$ cat config.mk
export PLATFORM = sky130hd
export DESIGN_NAME = col_burst_reader_flat
export DESIGN_NICKNAME = d
export VERILOG_FILES = /design/src/rtl/col_burst_reader_pkg.sv /design/src/rtl/col_burst_reader_if.sv /design/src/rtl/col_burst_reader.sv /design/src/flat_wrapper.sv
export SDC_FILE = /design/constraint.sdc
export NUM_CORES = 1
export LEC_CHECK = 0
export CAP_MARGIN = 20
export CORE_ASPECT_RATIO = 0.8
export CORE_UTILIZATION = 54
export DETAILED_ROUTE_END_ITERATION = 12
export PLACE_DENSITY_LB_ADDON = 0.12
export REMOVE_ABC_BUFFERS = 1
export SKIP_CTS_REPAIR_TIMING = 1
export SLEW_MARGIN = 20
export SYNTH_ARGS = -nofsm -noshare
export SYNTH_HDL_FRONTEND = slang
export SYNTH_SLANG_ARGS = --single-unit
$ cat constraint.sdc
create_clock -name clk_i -period 4.2 [get_ports clk_i]
set_clock_uncertainty 0.15 [all_clocks]
set_input_delay 0.42 -clock clk_i [delete_from_list [all_inputs] [get_ports clk_i]]
set_output_delay 0.42 -clock clk_i [all_outputs]
set_load 0.03 [all_outputs]
$ cat src/rtl/col_burst_reader_pkg.sv
// Shared types and width helpers for the column burst reader.
package col_pkg;

  typedef enum logic [1:0] {IDLE, FETCH, OUTPUT} col_rd_state_e;

  localparam int DEF_NUM_ELEM   = 1024;
  localparam int DEF_ELEM_WIDTH = 1;
  localparam int DEF_PACK       = 8;

  function automatic int sel_width(input int num_elem);
    return (num_elem > 1) ? $clog2(num_elem) : 1;
  endfunction

  // One extra bit so a full-column length (== num_elem) is representable.
  function automatic int len_width(input int num_elem);
    return $clog2(num_elem) + 1;
  endfunction

endpackage

$ cat src/rtl/col_burst_reader_if.sv
// Request, mux-select and packed-read stream signals of the column burst reader.
interface col_burst_reader_if #(
  parameter int NUM_ELEM   = 1024,
  parameter int ELEM_WIDTH = 1,
  parameter int PACK       = 8
) ();
  import col_pkg::*;

  localparam int SW = sel_width(NUM_ELEM);
  localparam int LW = len_width(NUM_ELEM);
  localparam int DW = PACK * ELEM_WIDTH;

  logic                  req_valid_i;
  logic                  req_ready_o;
  logic [SW-1:0]         req_addr_i;
  logic [LW-1:0]         req_len_i;
  logic [SW-1:0]         sel_o;
  logic [ELEM_WIDTH-1:0] mux_data_i;
  logic [DW-1:0]         rd_data_o;
  logic                  rd_valid_o;
  logic                  rd_ready_i;
  logic                  rd_last_o;
  logic                  busy_o;

  modport slave (
    input  req_valid_i, req_addr_i, req_len_i, mux_data_i, rd_ready_i,
    output req_ready_o, sel_o, rd_data_o, rd_valid_o, rd_last_o, busy_o
  );

  modport master (
    output req_valid_i, req_addr_i, req_len_i, mux_data_i, rd_ready_i,
    input  req_ready_o, sel_o, rd_data_o, rd_valid_o, rd_last_o, busy_o
  );

endinterface

$ cat src/rtl/col_burst_reader.sv
// Steps the column mux select one column per cycle and packs the sampled
// elements into PACK-element words on a valid/ready stream.
module col_burst_reader
  import col_pkg::*;
#(
  parameter int NUM_ELEM   = 1024,
  parameter int ELEM_WIDTH = 1,
  parameter int PACK       = 8
) (
  input  logic               clk_i,
  input  logic               arst_ni,
  col_burst_reader_if.slave  bus
);

  localparam int SW = sel_width(NUM_ELEM);
  localparam int LW = len_width(NUM_ELEM);
  localparam int DW = PACK * ELEM_WIDTH;
  localparam int KW = (PACK > 1) ? $clog2(PACK) : 1;

  localparam logic [SW-1:0] SEL_LAST  = SW'(NUM_ELEM - 1);
  localparam logic [KW-1:0] SLOT_LAST = KW'(PACK - 1);
  localparam logic [LW-1:0] LEN_MAX   = LW'(NUM_ELEM);

  col_rd_state_e state_q, state_d;
  logic [SW-1:0] sel_q, sel_d;
  logic [LW-1:0] remaining_q, remaining_d;
  logic [KW-1:0] slot_q, slot_d;
  logic [DW-1:0] pack_q, pack_d;
  logic          valid_q, valid_d;
  logic          last_q, last_d;

  always_ff @(posedge clk_i or negedge arst_ni) begin
    if (!arst_ni) begin
      state_q     <= IDLE;
      sel_q       <= '0;
      remaining_q <= '0;
      slot_q      <= '0;
      pack_q      <= '0;
      valid_q     <= 1'b0;
      last_q      <= 1'b0;
    end else begin
      state_q     <= state_d;
      sel_q       <= sel_d;
      remaining_q <= remaining_d;
      slot_q      <= slot_d;
      pack_q      <= pack_d;
      valid_q     <= valid_d;
      last_q      <= last_d;
    end
  end

  always_comb begin
    state_d     = state_q;
    sel_d       = sel_q;
    remaining_d = remaining_q;
    slot_d      = slot_q;
    pack_d      = pack_q;
    valid_d     = valid_q;
    last_d      = last_q;

    case (state_q)
      IDLE: begin
        // A zero-length request is consumed here without leaving IDLE.
        if (bus.req_valid_i && (bus.req_len_i != '0)) begin
          remaining_d = (bus.req_len_i > LEN_MAX) ? LEN_MAX : bus.req_len_i;
          sel_d       = bus.req_addr_i;
          pack_d      = '0;
          slot_d      = '0;
          state_d     = FETCH;
        end
      end

      FETCH: begin
        for (int k = 0; k < PACK; k++) begin
          if (slot_q == KW'(k)) begin
            pack_d[k*ELEM_WIDTH +: ELEM_WIDTH] = bus.mux_data_i;
          end
        end
        remaining_d = remaining_q - LW'(1);
        slot_d      = slot_q + KW'(1);
        sel_d       = (sel_q == SEL_LAST) ? '0 : sel_q + SW'(1);
        if ((slot_q == SLOT_LAST) || (remaining_q == LW'(1))) begin
          state_d = OUTPUT;
          valid_d = 1'b1;
          last_d  = (remaining_q == LW'(1));
        end
      end

      OUTPUT: begin
        if (bus.rd_ready_i) begin
          valid_d = 1'b0;
          last_d  = 1'b0;
          pack_d  = '0;
          slot_d  = '0;
          state_d = last_q ? IDLE : FETCH;
        end
      end

      default: state_d = IDLE;
    endcase
  end

  assign bus.req_ready_o = (state_q == IDLE);
  assign bus.busy_o      = (state_q != IDLE);
  assign bus.sel_o       = sel_q;
  assign bus.rd_data_o   = pack_q;
  assign bus.rd_valid_o  = valid_q;
  assign bus.rd_last_o   = last_q;

endmodule
$ cat src/flat_wrapper.sv
// flat-port wrapper written by rule: the top's interface ports become plain ports
module col_burst_reader_flat import col_pkg::*;
#(
  parameter int NUM_ELEM   = 1024,
  parameter int ELEM_WIDTH = 1,
  parameter int PACK       = 8
)
  (clk_i, arst_ni, bus_req_valid_i, bus_req_addr_i, bus_req_len_i, bus_mux_data_i, bus_rd_ready_i, bus_req_ready_o, bus_sel_o, bus_rd_data_o, bus_rd_valid_o, bus_rd_last_o, bus_busy_o);
  col_burst_reader_if #(.NUM_ELEM(NUM_ELEM), .ELEM_WIDTH(ELEM_WIDTH), .PACK(PACK)) bus_i ();
  input  logic clk_i;
  input  logic arst_ni;
  input wire logic [$bits(bus_i.req_valid_i)-1:0] bus_req_valid_i;
  input wire logic [$bits(bus_i.req_addr_i)-1:0] bus_req_addr_i;
  input wire logic [$bits(bus_i.req_len_i)-1:0] bus_req_len_i;
  input wire logic [$bits(bus_i.mux_data_i)-1:0] bus_mux_data_i;
  input wire logic [$bits(bus_i.rd_ready_i)-1:0] bus_rd_ready_i;
  output wire logic [$bits(bus_i.req_ready_o)-1:0] bus_req_ready_o;
  output wire logic [$bits(bus_i.sel_o)-1:0] bus_sel_o;
  output wire logic [$bits(bus_i.rd_data_o)-1:0] bus_rd_data_o;
  output wire logic [$bits(bus_i.rd_valid_o)-1:0] bus_rd_valid_o;
  output wire logic [$bits(bus_i.rd_last_o)-1:0] bus_rd_last_o;
  output wire logic [$bits(bus_i.busy_o)-1:0] bus_busy_o;
  assign bus_i.req_valid_i = bus_req_valid_i;
  assign bus_i.req_addr_i = bus_req_addr_i;
  assign bus_i.req_len_i = bus_req_len_i;
  assign bus_i.mux_data_i = bus_mux_data_i;
  assign bus_i.rd_ready_i = bus_rd_ready_i;
  assign bus_req_ready_o = bus_i.req_ready_o;
  assign bus_sel_o = bus_i.sel_o;
  assign bus_rd_data_o = bus_i.rd_data_o;
  assign bus_rd_valid_o = bus_i.rd_valid_o;
  assign bus_rd_last_o = bus_i.rd_last_o;
  assign bus_busy_o = bus_i.busy_o;
  col_burst_reader #(.NUM_ELEM(NUM_ELEM), .ELEM_WIDTH(ELEM_WIDTH), .PACK(PACK)) u_core (.clk_i(clk_i), .arst_ni(arst_ni), .bus(bus_i));
endmodule
======== Word level (Yosys, flattened, before mapping) ========
Index checks and enable logic that the tools add are counted.
cells by class
  add/subtract/negate cells ............... 3
  reduce and logical (&&, ||, !) cells .... 21
  $lt $le $gt $ge ......................... 1
  equality and inequality tests ........... 22
  multiplexer cells ....................... 30
operators by type and width
  operator                                                count
  AND reduction 4 bit                                     8
  case mux 8 bit (3 select lines)                         1
  2-to-1 mux 11 bit                                       2
  case mux 11 bit (2 select lines)                        1
  2-to-1 mux 10 bit                                       2
  inequality test 2 x 1 -> 1 bit (second input constant)  10
  case mux 10 bit (2 select lines)                        1
  2-to-1 mux 8 bit                                        2
  == test 3 bit (second input constant)                   4
  2-to-1 mux 1 bit                                        12
  == test 11 x 1 -> 1 bit (second input constant)         1
  > comparator 11 bit (second input constant)             1
  nonzero test 11 bit                                     1
  subtractor 11 x 1 -> 11 bit (second input constant)     1
  adder 10 x 1 -> 10 bit (second input constant)          1
  == test 10 bit (second input constant)                  1
  case mux 3 bit (3 select lines)                         1
  AND reduction 3 bit                                     3
  == test 3 x 2 -> 1 bit (second input constant)          2
  2-to-1 mux 2 bit                                        3
  2-to-1 mux 3 bit                                        2
  case mux 2 bit (3 select lines)                         1
  nonzero test 2 bit                                      3
  case mux 1 bit (2 select lines)                         2
  11 further kinds                                        11
word-level totals
  input bits .............................. 26
  output and inout bits ................... 22
  flip-flop bits (word level) ............. 36

======== Longest topological paths before layout ========
  depth in word-level cells ............... 4
  depth in mapped cells ................... 7
  gate-level depth less buffers ........... 6

======== Worst setup path after synthesis ========
Ideal clock, no wire load.
  kind .................................... register to register
  start ................................... register u_core.state_q[1]
  end ..................................... register u_core.remaining_q[6]
  slack ................................... 2006 ps
  buffers on the path ..................... 2
  clock period less this slack ............ 2194 ps
  stages on the path, launching flop included .. 8
  library setup time ...................... 130 ps
  arrival time ............................ 1914 ps
  cells stage by stage .................... dfrtp_1 clkbuf_1 nor2_1 nand2_1 or2_2 buf_4 a32oi_1 o21ai_0
on the way
  word-level cells in the longest chain between the ends .. 3
RTL lines
  element                                                                                RTL line                source
  from (decl)                                                                            col_burst_reader.sv:24  col_rd_state_e state_q, state_d;
  from (signal assigned)                                                                 col_burst_reader.sv:42  state_q <= state_d;
  logical NOT 2 bit *                                                                    --
  net bus_req_ready_o                                                                    flat_wrapper.sv:17      output wire logic [$bits(bus_i.req_ready_o)-1:0] bus_req_ready_o;
  inequality test 2 x 1 -> 1 bit (no source line) or nonzero test 2 bit (tied branches)  --
  AND reduction 2 bit (no source line)                                                   --
  to (signal assigned)                                                                   col_burst_reader.sv:44  remaining_q <= remaining_d;
  to (decl)                                                                              col_burst_reader.sv:26  logic [LW-1:0] remaining_q, remaining_d;
The timed path passes the listed nets; every way through them passes the cells marked *.
A chain may end at the register's enable or synchronous reset.

======== Final worst setup path ========
  start ................................... input port bus_req_len_i[5]
  end ..................................... register u_core.state_q[0]
on the way
  word-level cells in the longest chain between the ends .. 4
RTL lines
  element                                          RTL line                source
  from (decl)                                      flat_wrapper.sv:14      input wire logic [$bits(bus_i.req_len_i)-1:0] bus_req_len_i;
  nonzero test 11 bit                              col_burst_reader.sv:64  if (bus.req_valid_i && (bus.req_len_i != '0)) begin
  logical AND 1 bit                                col_burst_reader.sv:64
  inequality test 2 x 1 -> 1 bit (no source line)  --
  AND reduction 3 bit (no source line)             --
No other way between the ends.

==> summary.txt <==
Finish
  • Filler Cell Count: a little under 300
  • Total Nets Final: roughly 320
  • Syn-to-layout area delta: 27.6%
  • Antenna diode count: 0
  • Layout cells sized above 1: roughly 6.6%
  • Final cell utilization of the core: a little over 70%

Global routing
  • Vias in the first global route: 1842
  • Initial antenna violation count: 0
  • Largest net degree at the start of global routing: 37
  • Global-route wire length before repair: ~8.6 mm
  • Global routing usage summed across all routing layers: 26.5%
  • Sum of overflow across all layers after global routing: 0

Clock tree
  • Number of levels in the clock H-tree: 2
  • Clock root buffer master: sky130_fd_sc_hd__clkbuf_8
  • Largest buffer count on any clock path: 2
  • CTS tree: yes
  • Clock-pin transition on the worst setup and hold timing paths: about 70 ps
  • CTS Sinks: 36
  • CTS buffer count: 5
  • Source-to-sink clock delay at the later pin of the worst-skew pair: roughly 290 ps

Synthesis
  • Most frequently used flop master after synthesis: sky130_fd_sc_hd__dfrtp_1
  • Post-synth EDFFs: 0
  • Number of library cell types mapped by synthesis: between 40 and 50
  • FF+latch count, synth: 36
  • Gate count of the mapped netlist: roughly 240
  • Cell area after technology mapping: 0.00216 mm2
  • Ys Warns: 0
  • Post-synthesis async set-or-reset flop share: 100%
  • Avg Inst Size Synth: approximately 9 um2
  • Sequential element share of the synthesized area: between 40% and 50%

Critical path
  • Largest fanout on the critical path: 12
  • Crit path DAT: 2510 ps
  • WS Path Type: in2reg
  • Endpoint kind of the worst setup timing path: flop
  • Critical path data required time: ~4200 ps
  • Nature of the critical path startpoint: input pin
  • Register-to-register setup slack: 2090 ps

Timing
  • Setup Total Neg Slack: 0 ps
  • Fin crit period: approximately 2500 ps
  • Slew at the pin closest to its max-slew limit: ~670 ps
  • Setup repair after global routing missed its margin: no
  • Headroom to the max-slew limit: between 50% and 60%
  • Final count of pins violating max slew: 0
  • Final setup viols: 0
  • Final hold violation count: 0
  • Max Clock Freq: 404 MHz
  • Share of the clock period used by the worst path: between 50% and 60%

Power
  • Leakage dissipation: roughly 1.2 nW
  • Maximum resistive drop on vdd: approximately 0.45 mV
  • Overall Power: approximately 1.9 mW
  • Power density over the cells: between 700 and 800 mW/mm2

Routing
  • Detail-routed net length per standard cell: between 15 and 20 um
  • Via count: 2035
  • Remaining number of nets flagged by the antenna check after routing: 0
  • Drt initial violations: between 200 and 300
  • Remaining design rule violation count: 0
  • Via/cell ratio: 5.93
  • Final WL: about 5.2 mm
  • Number of detailed-routing iterations run before antenna repair: 4

Floorplanning
  • Placeable core area: about 0.0038 mm2
  • Width of the chip: between 70 and 80 um
  • Top-level port count: 48
  • Height of the chip: just under 60 um
  • Floorplan die area: 0.00426 mm2
  • Site row count: 20
  • Starting density of the core: a little under three fifths

Worst hold path
  • Worst hold path type: reg2reg

Placed design
  • Final weighted congestion in routability-driven placement: between 0.9 and 1
  • Number of input and output port buffers inserted: 47
  • Post-detailed-placement half-perimeter wirelength: 3.78 mm

Job
  • Number of max-cap violations: 0

Outcome
  • Result of the run: complete, no violations
==> stage by stage <==
step                      std cells  cell area [um2]  hold WS, ps  worst slack (ps)
after detailed placement        336             2660          334              1440
after global routing            343             2760          375              1610
after global placement          336             2660          328              1470
after floorplan                 232             2110        -25.6              1750
final                           343             2760          354              1720
after CTS                       343             2760          352              1720
==> cell families after synthesis <==
logic type               share of synthesized area (%)
flip-flops                                        41.7
AND/OR/NAND/NOR                                   19.5
multiplexers                                      3.71
XOR/XNOR                                         0.406
AO/OA/AOI/OAI                                     24.9
buffers and inverters                             4.58
adder cells (fa/ha/maj)                           5.21
==> cells in the final DEF, fill, tap and decap left out, types with 2 or more instances in the layout <==
| master | n |
|---|---|
| sky130_fd_sc_hd__buf_4 | 2 |
| sky130_fd_sc_hd__nand2_1 | 33 |
| sky130_fd_sc_hd__clkdlybuf4s50_1 | 47 |
| sky130_fd_sc_hd__o22ai_1 | 3 |
| sky130_fd_sc_hd__a32oi_1 | 4 |
| sky130_fd_sc_hd__or4_1 | 2 |
| sky130_fd_sc_hd__nand4_1 | 3 |
| sky130_fd_sc_hd__inv_1 | 12 |
| sky130_fd_sc_hd__a21oi_1 | 14 |
| sky130_fd_sc_hd__dfrtp_1 | 36 |
| sky130_fd_sc_hd__clkbuf_8 | 7 |
| sky130_fd_sc_hd__a221o_1 | 5 |
| sky130_fd_sc_hd__mux2i_1 | 8 |
| sky130_fd_sc_hd__ha_1 | 9 |
| sky130_fd_sc_hd__o21ai_0 | 22 |
| sky130_fd_sc_hd__o311ai_0 | 2 |
| sky130_fd_sc_hd__a21boi_0 | 2 |
| sky130_fd_sc_hd__a31oi_1 | 7 |
| sky130_fd_sc_hd__nor3_1 | 6 |
| sky130_fd_sc_hd__nand3_1 | 10 |
| sky130_fd_sc_hd__o31ai_1 | 3 |
| sky130_fd_sc_hd__nor2_1 | 22 |
| sky130_fd_sc_hd__nor4_1 | 4 |
| sky130_fd_sc_hd__or2_2 | 4 |
==> flip-flops by register name, summed over array words and instances, names as in the netlist <==
name	flops
u_core.bus.rd_data_o	8
u_core.bus.rd_last_o	1
u_core.bus.rd_valid_o	1
u_core.bus.sel_o	10
u_core.remaining_q	11
u_core.slot_q	3
u_core.state_q	2
==> worst max-delay path: stages <==
cell and delay [ps]:
sky130_fd_sc_hd__clkdlybuf4s50_1 440, sky130_fd_sc_hd__or4_4 580, sky130_fd_sc_hd__o41ai_4 470, sky130_fd_sc_hd__o211a_4 310, sky130_fd_sc_hd__a21oi_1 60, sky130_fd_sc_hd__a32o_1 220
==> path summary, 6_finish.rpt <==
check | cells past startpoint | startpoint | end
setup / recovery | 6 | bus_req_len_i[5] | u_core.state_q[0]
hold / removal | 2 | u_core.bus.rd_data_o[3] | u_core.bus.rd_data_o[3]
hold reg to reg | 2 | u_core.bus.rd_data_o[3] | u_core.bus.rd_data_o[3]
min in group asynchronous | 2 | arst_ni | u_core.remaining_q[9]
max in group asynchronous | 2 | arst_ni | u_core.remaining_q[2]
setup reg to reg | 6 | u_core.state_q[1] | u_core.remaining_q[5]
==> synth_stat cells, drive strengths merged, types with 6 or more instances <==
library cell | instances | area share (%)
a21oi | 14 | 3.2
a31oi | 7 | 2.0
buf | 7 | 2.0
dfrtp | 36 | 42
ha | 9 | 5.2
inv | 12 | 2.1
mux2i | 8 | 3.7
nand2 | 33 | 5.7
nand3 | 10 | 2.3
nor2 | 22 | 3.8
nor3 | 6 | 1.4
o21ai | 22 | 5.1
==> per-layer routing <==
| metal | vias up | routed length [um] | part of all wire (%) | GRT usage (%) |
|---|---|---|---|---|
| met5 | - | 0 | 0 | 0 |
| met4 | 0 | 108 | 2.1 | 10.1 |
| met3 | 13 | 317 | 6.1 | 4.97 |
| met2 | 77 | 2290 | 44 | 39.5 |
| met1 | 954 | 2520 | 48 | 38.6 |
| li1 | 991 | - | - | - |
==> final cells by class <==
| cell class | count | area [um2] | share of cell area (%) |
|---|---|---|---|
| inverter | 12 | 45.0 | 1.63 |
| clock buffer | 7 | 96.3 | 3.50 |
| sequential | 36 | 901 | 32.7 |
| timing repair buffer | 49 | 485 | 17.6 |
| tap | 55 | 68.8 | 2.50 |
| multi-input combinational | 184 | 1160 | 42.1 |
==> power breakdown <==
part           leakage [nW]  switching, mW  internal [mW]  total, mW
registers             0.442          0.176          0.495      0.671
logic                 0.659          0.576          0.423      0.998
clock network        0.0503          0.121          0.146      0.267
(Power assumes the default switching activity.)
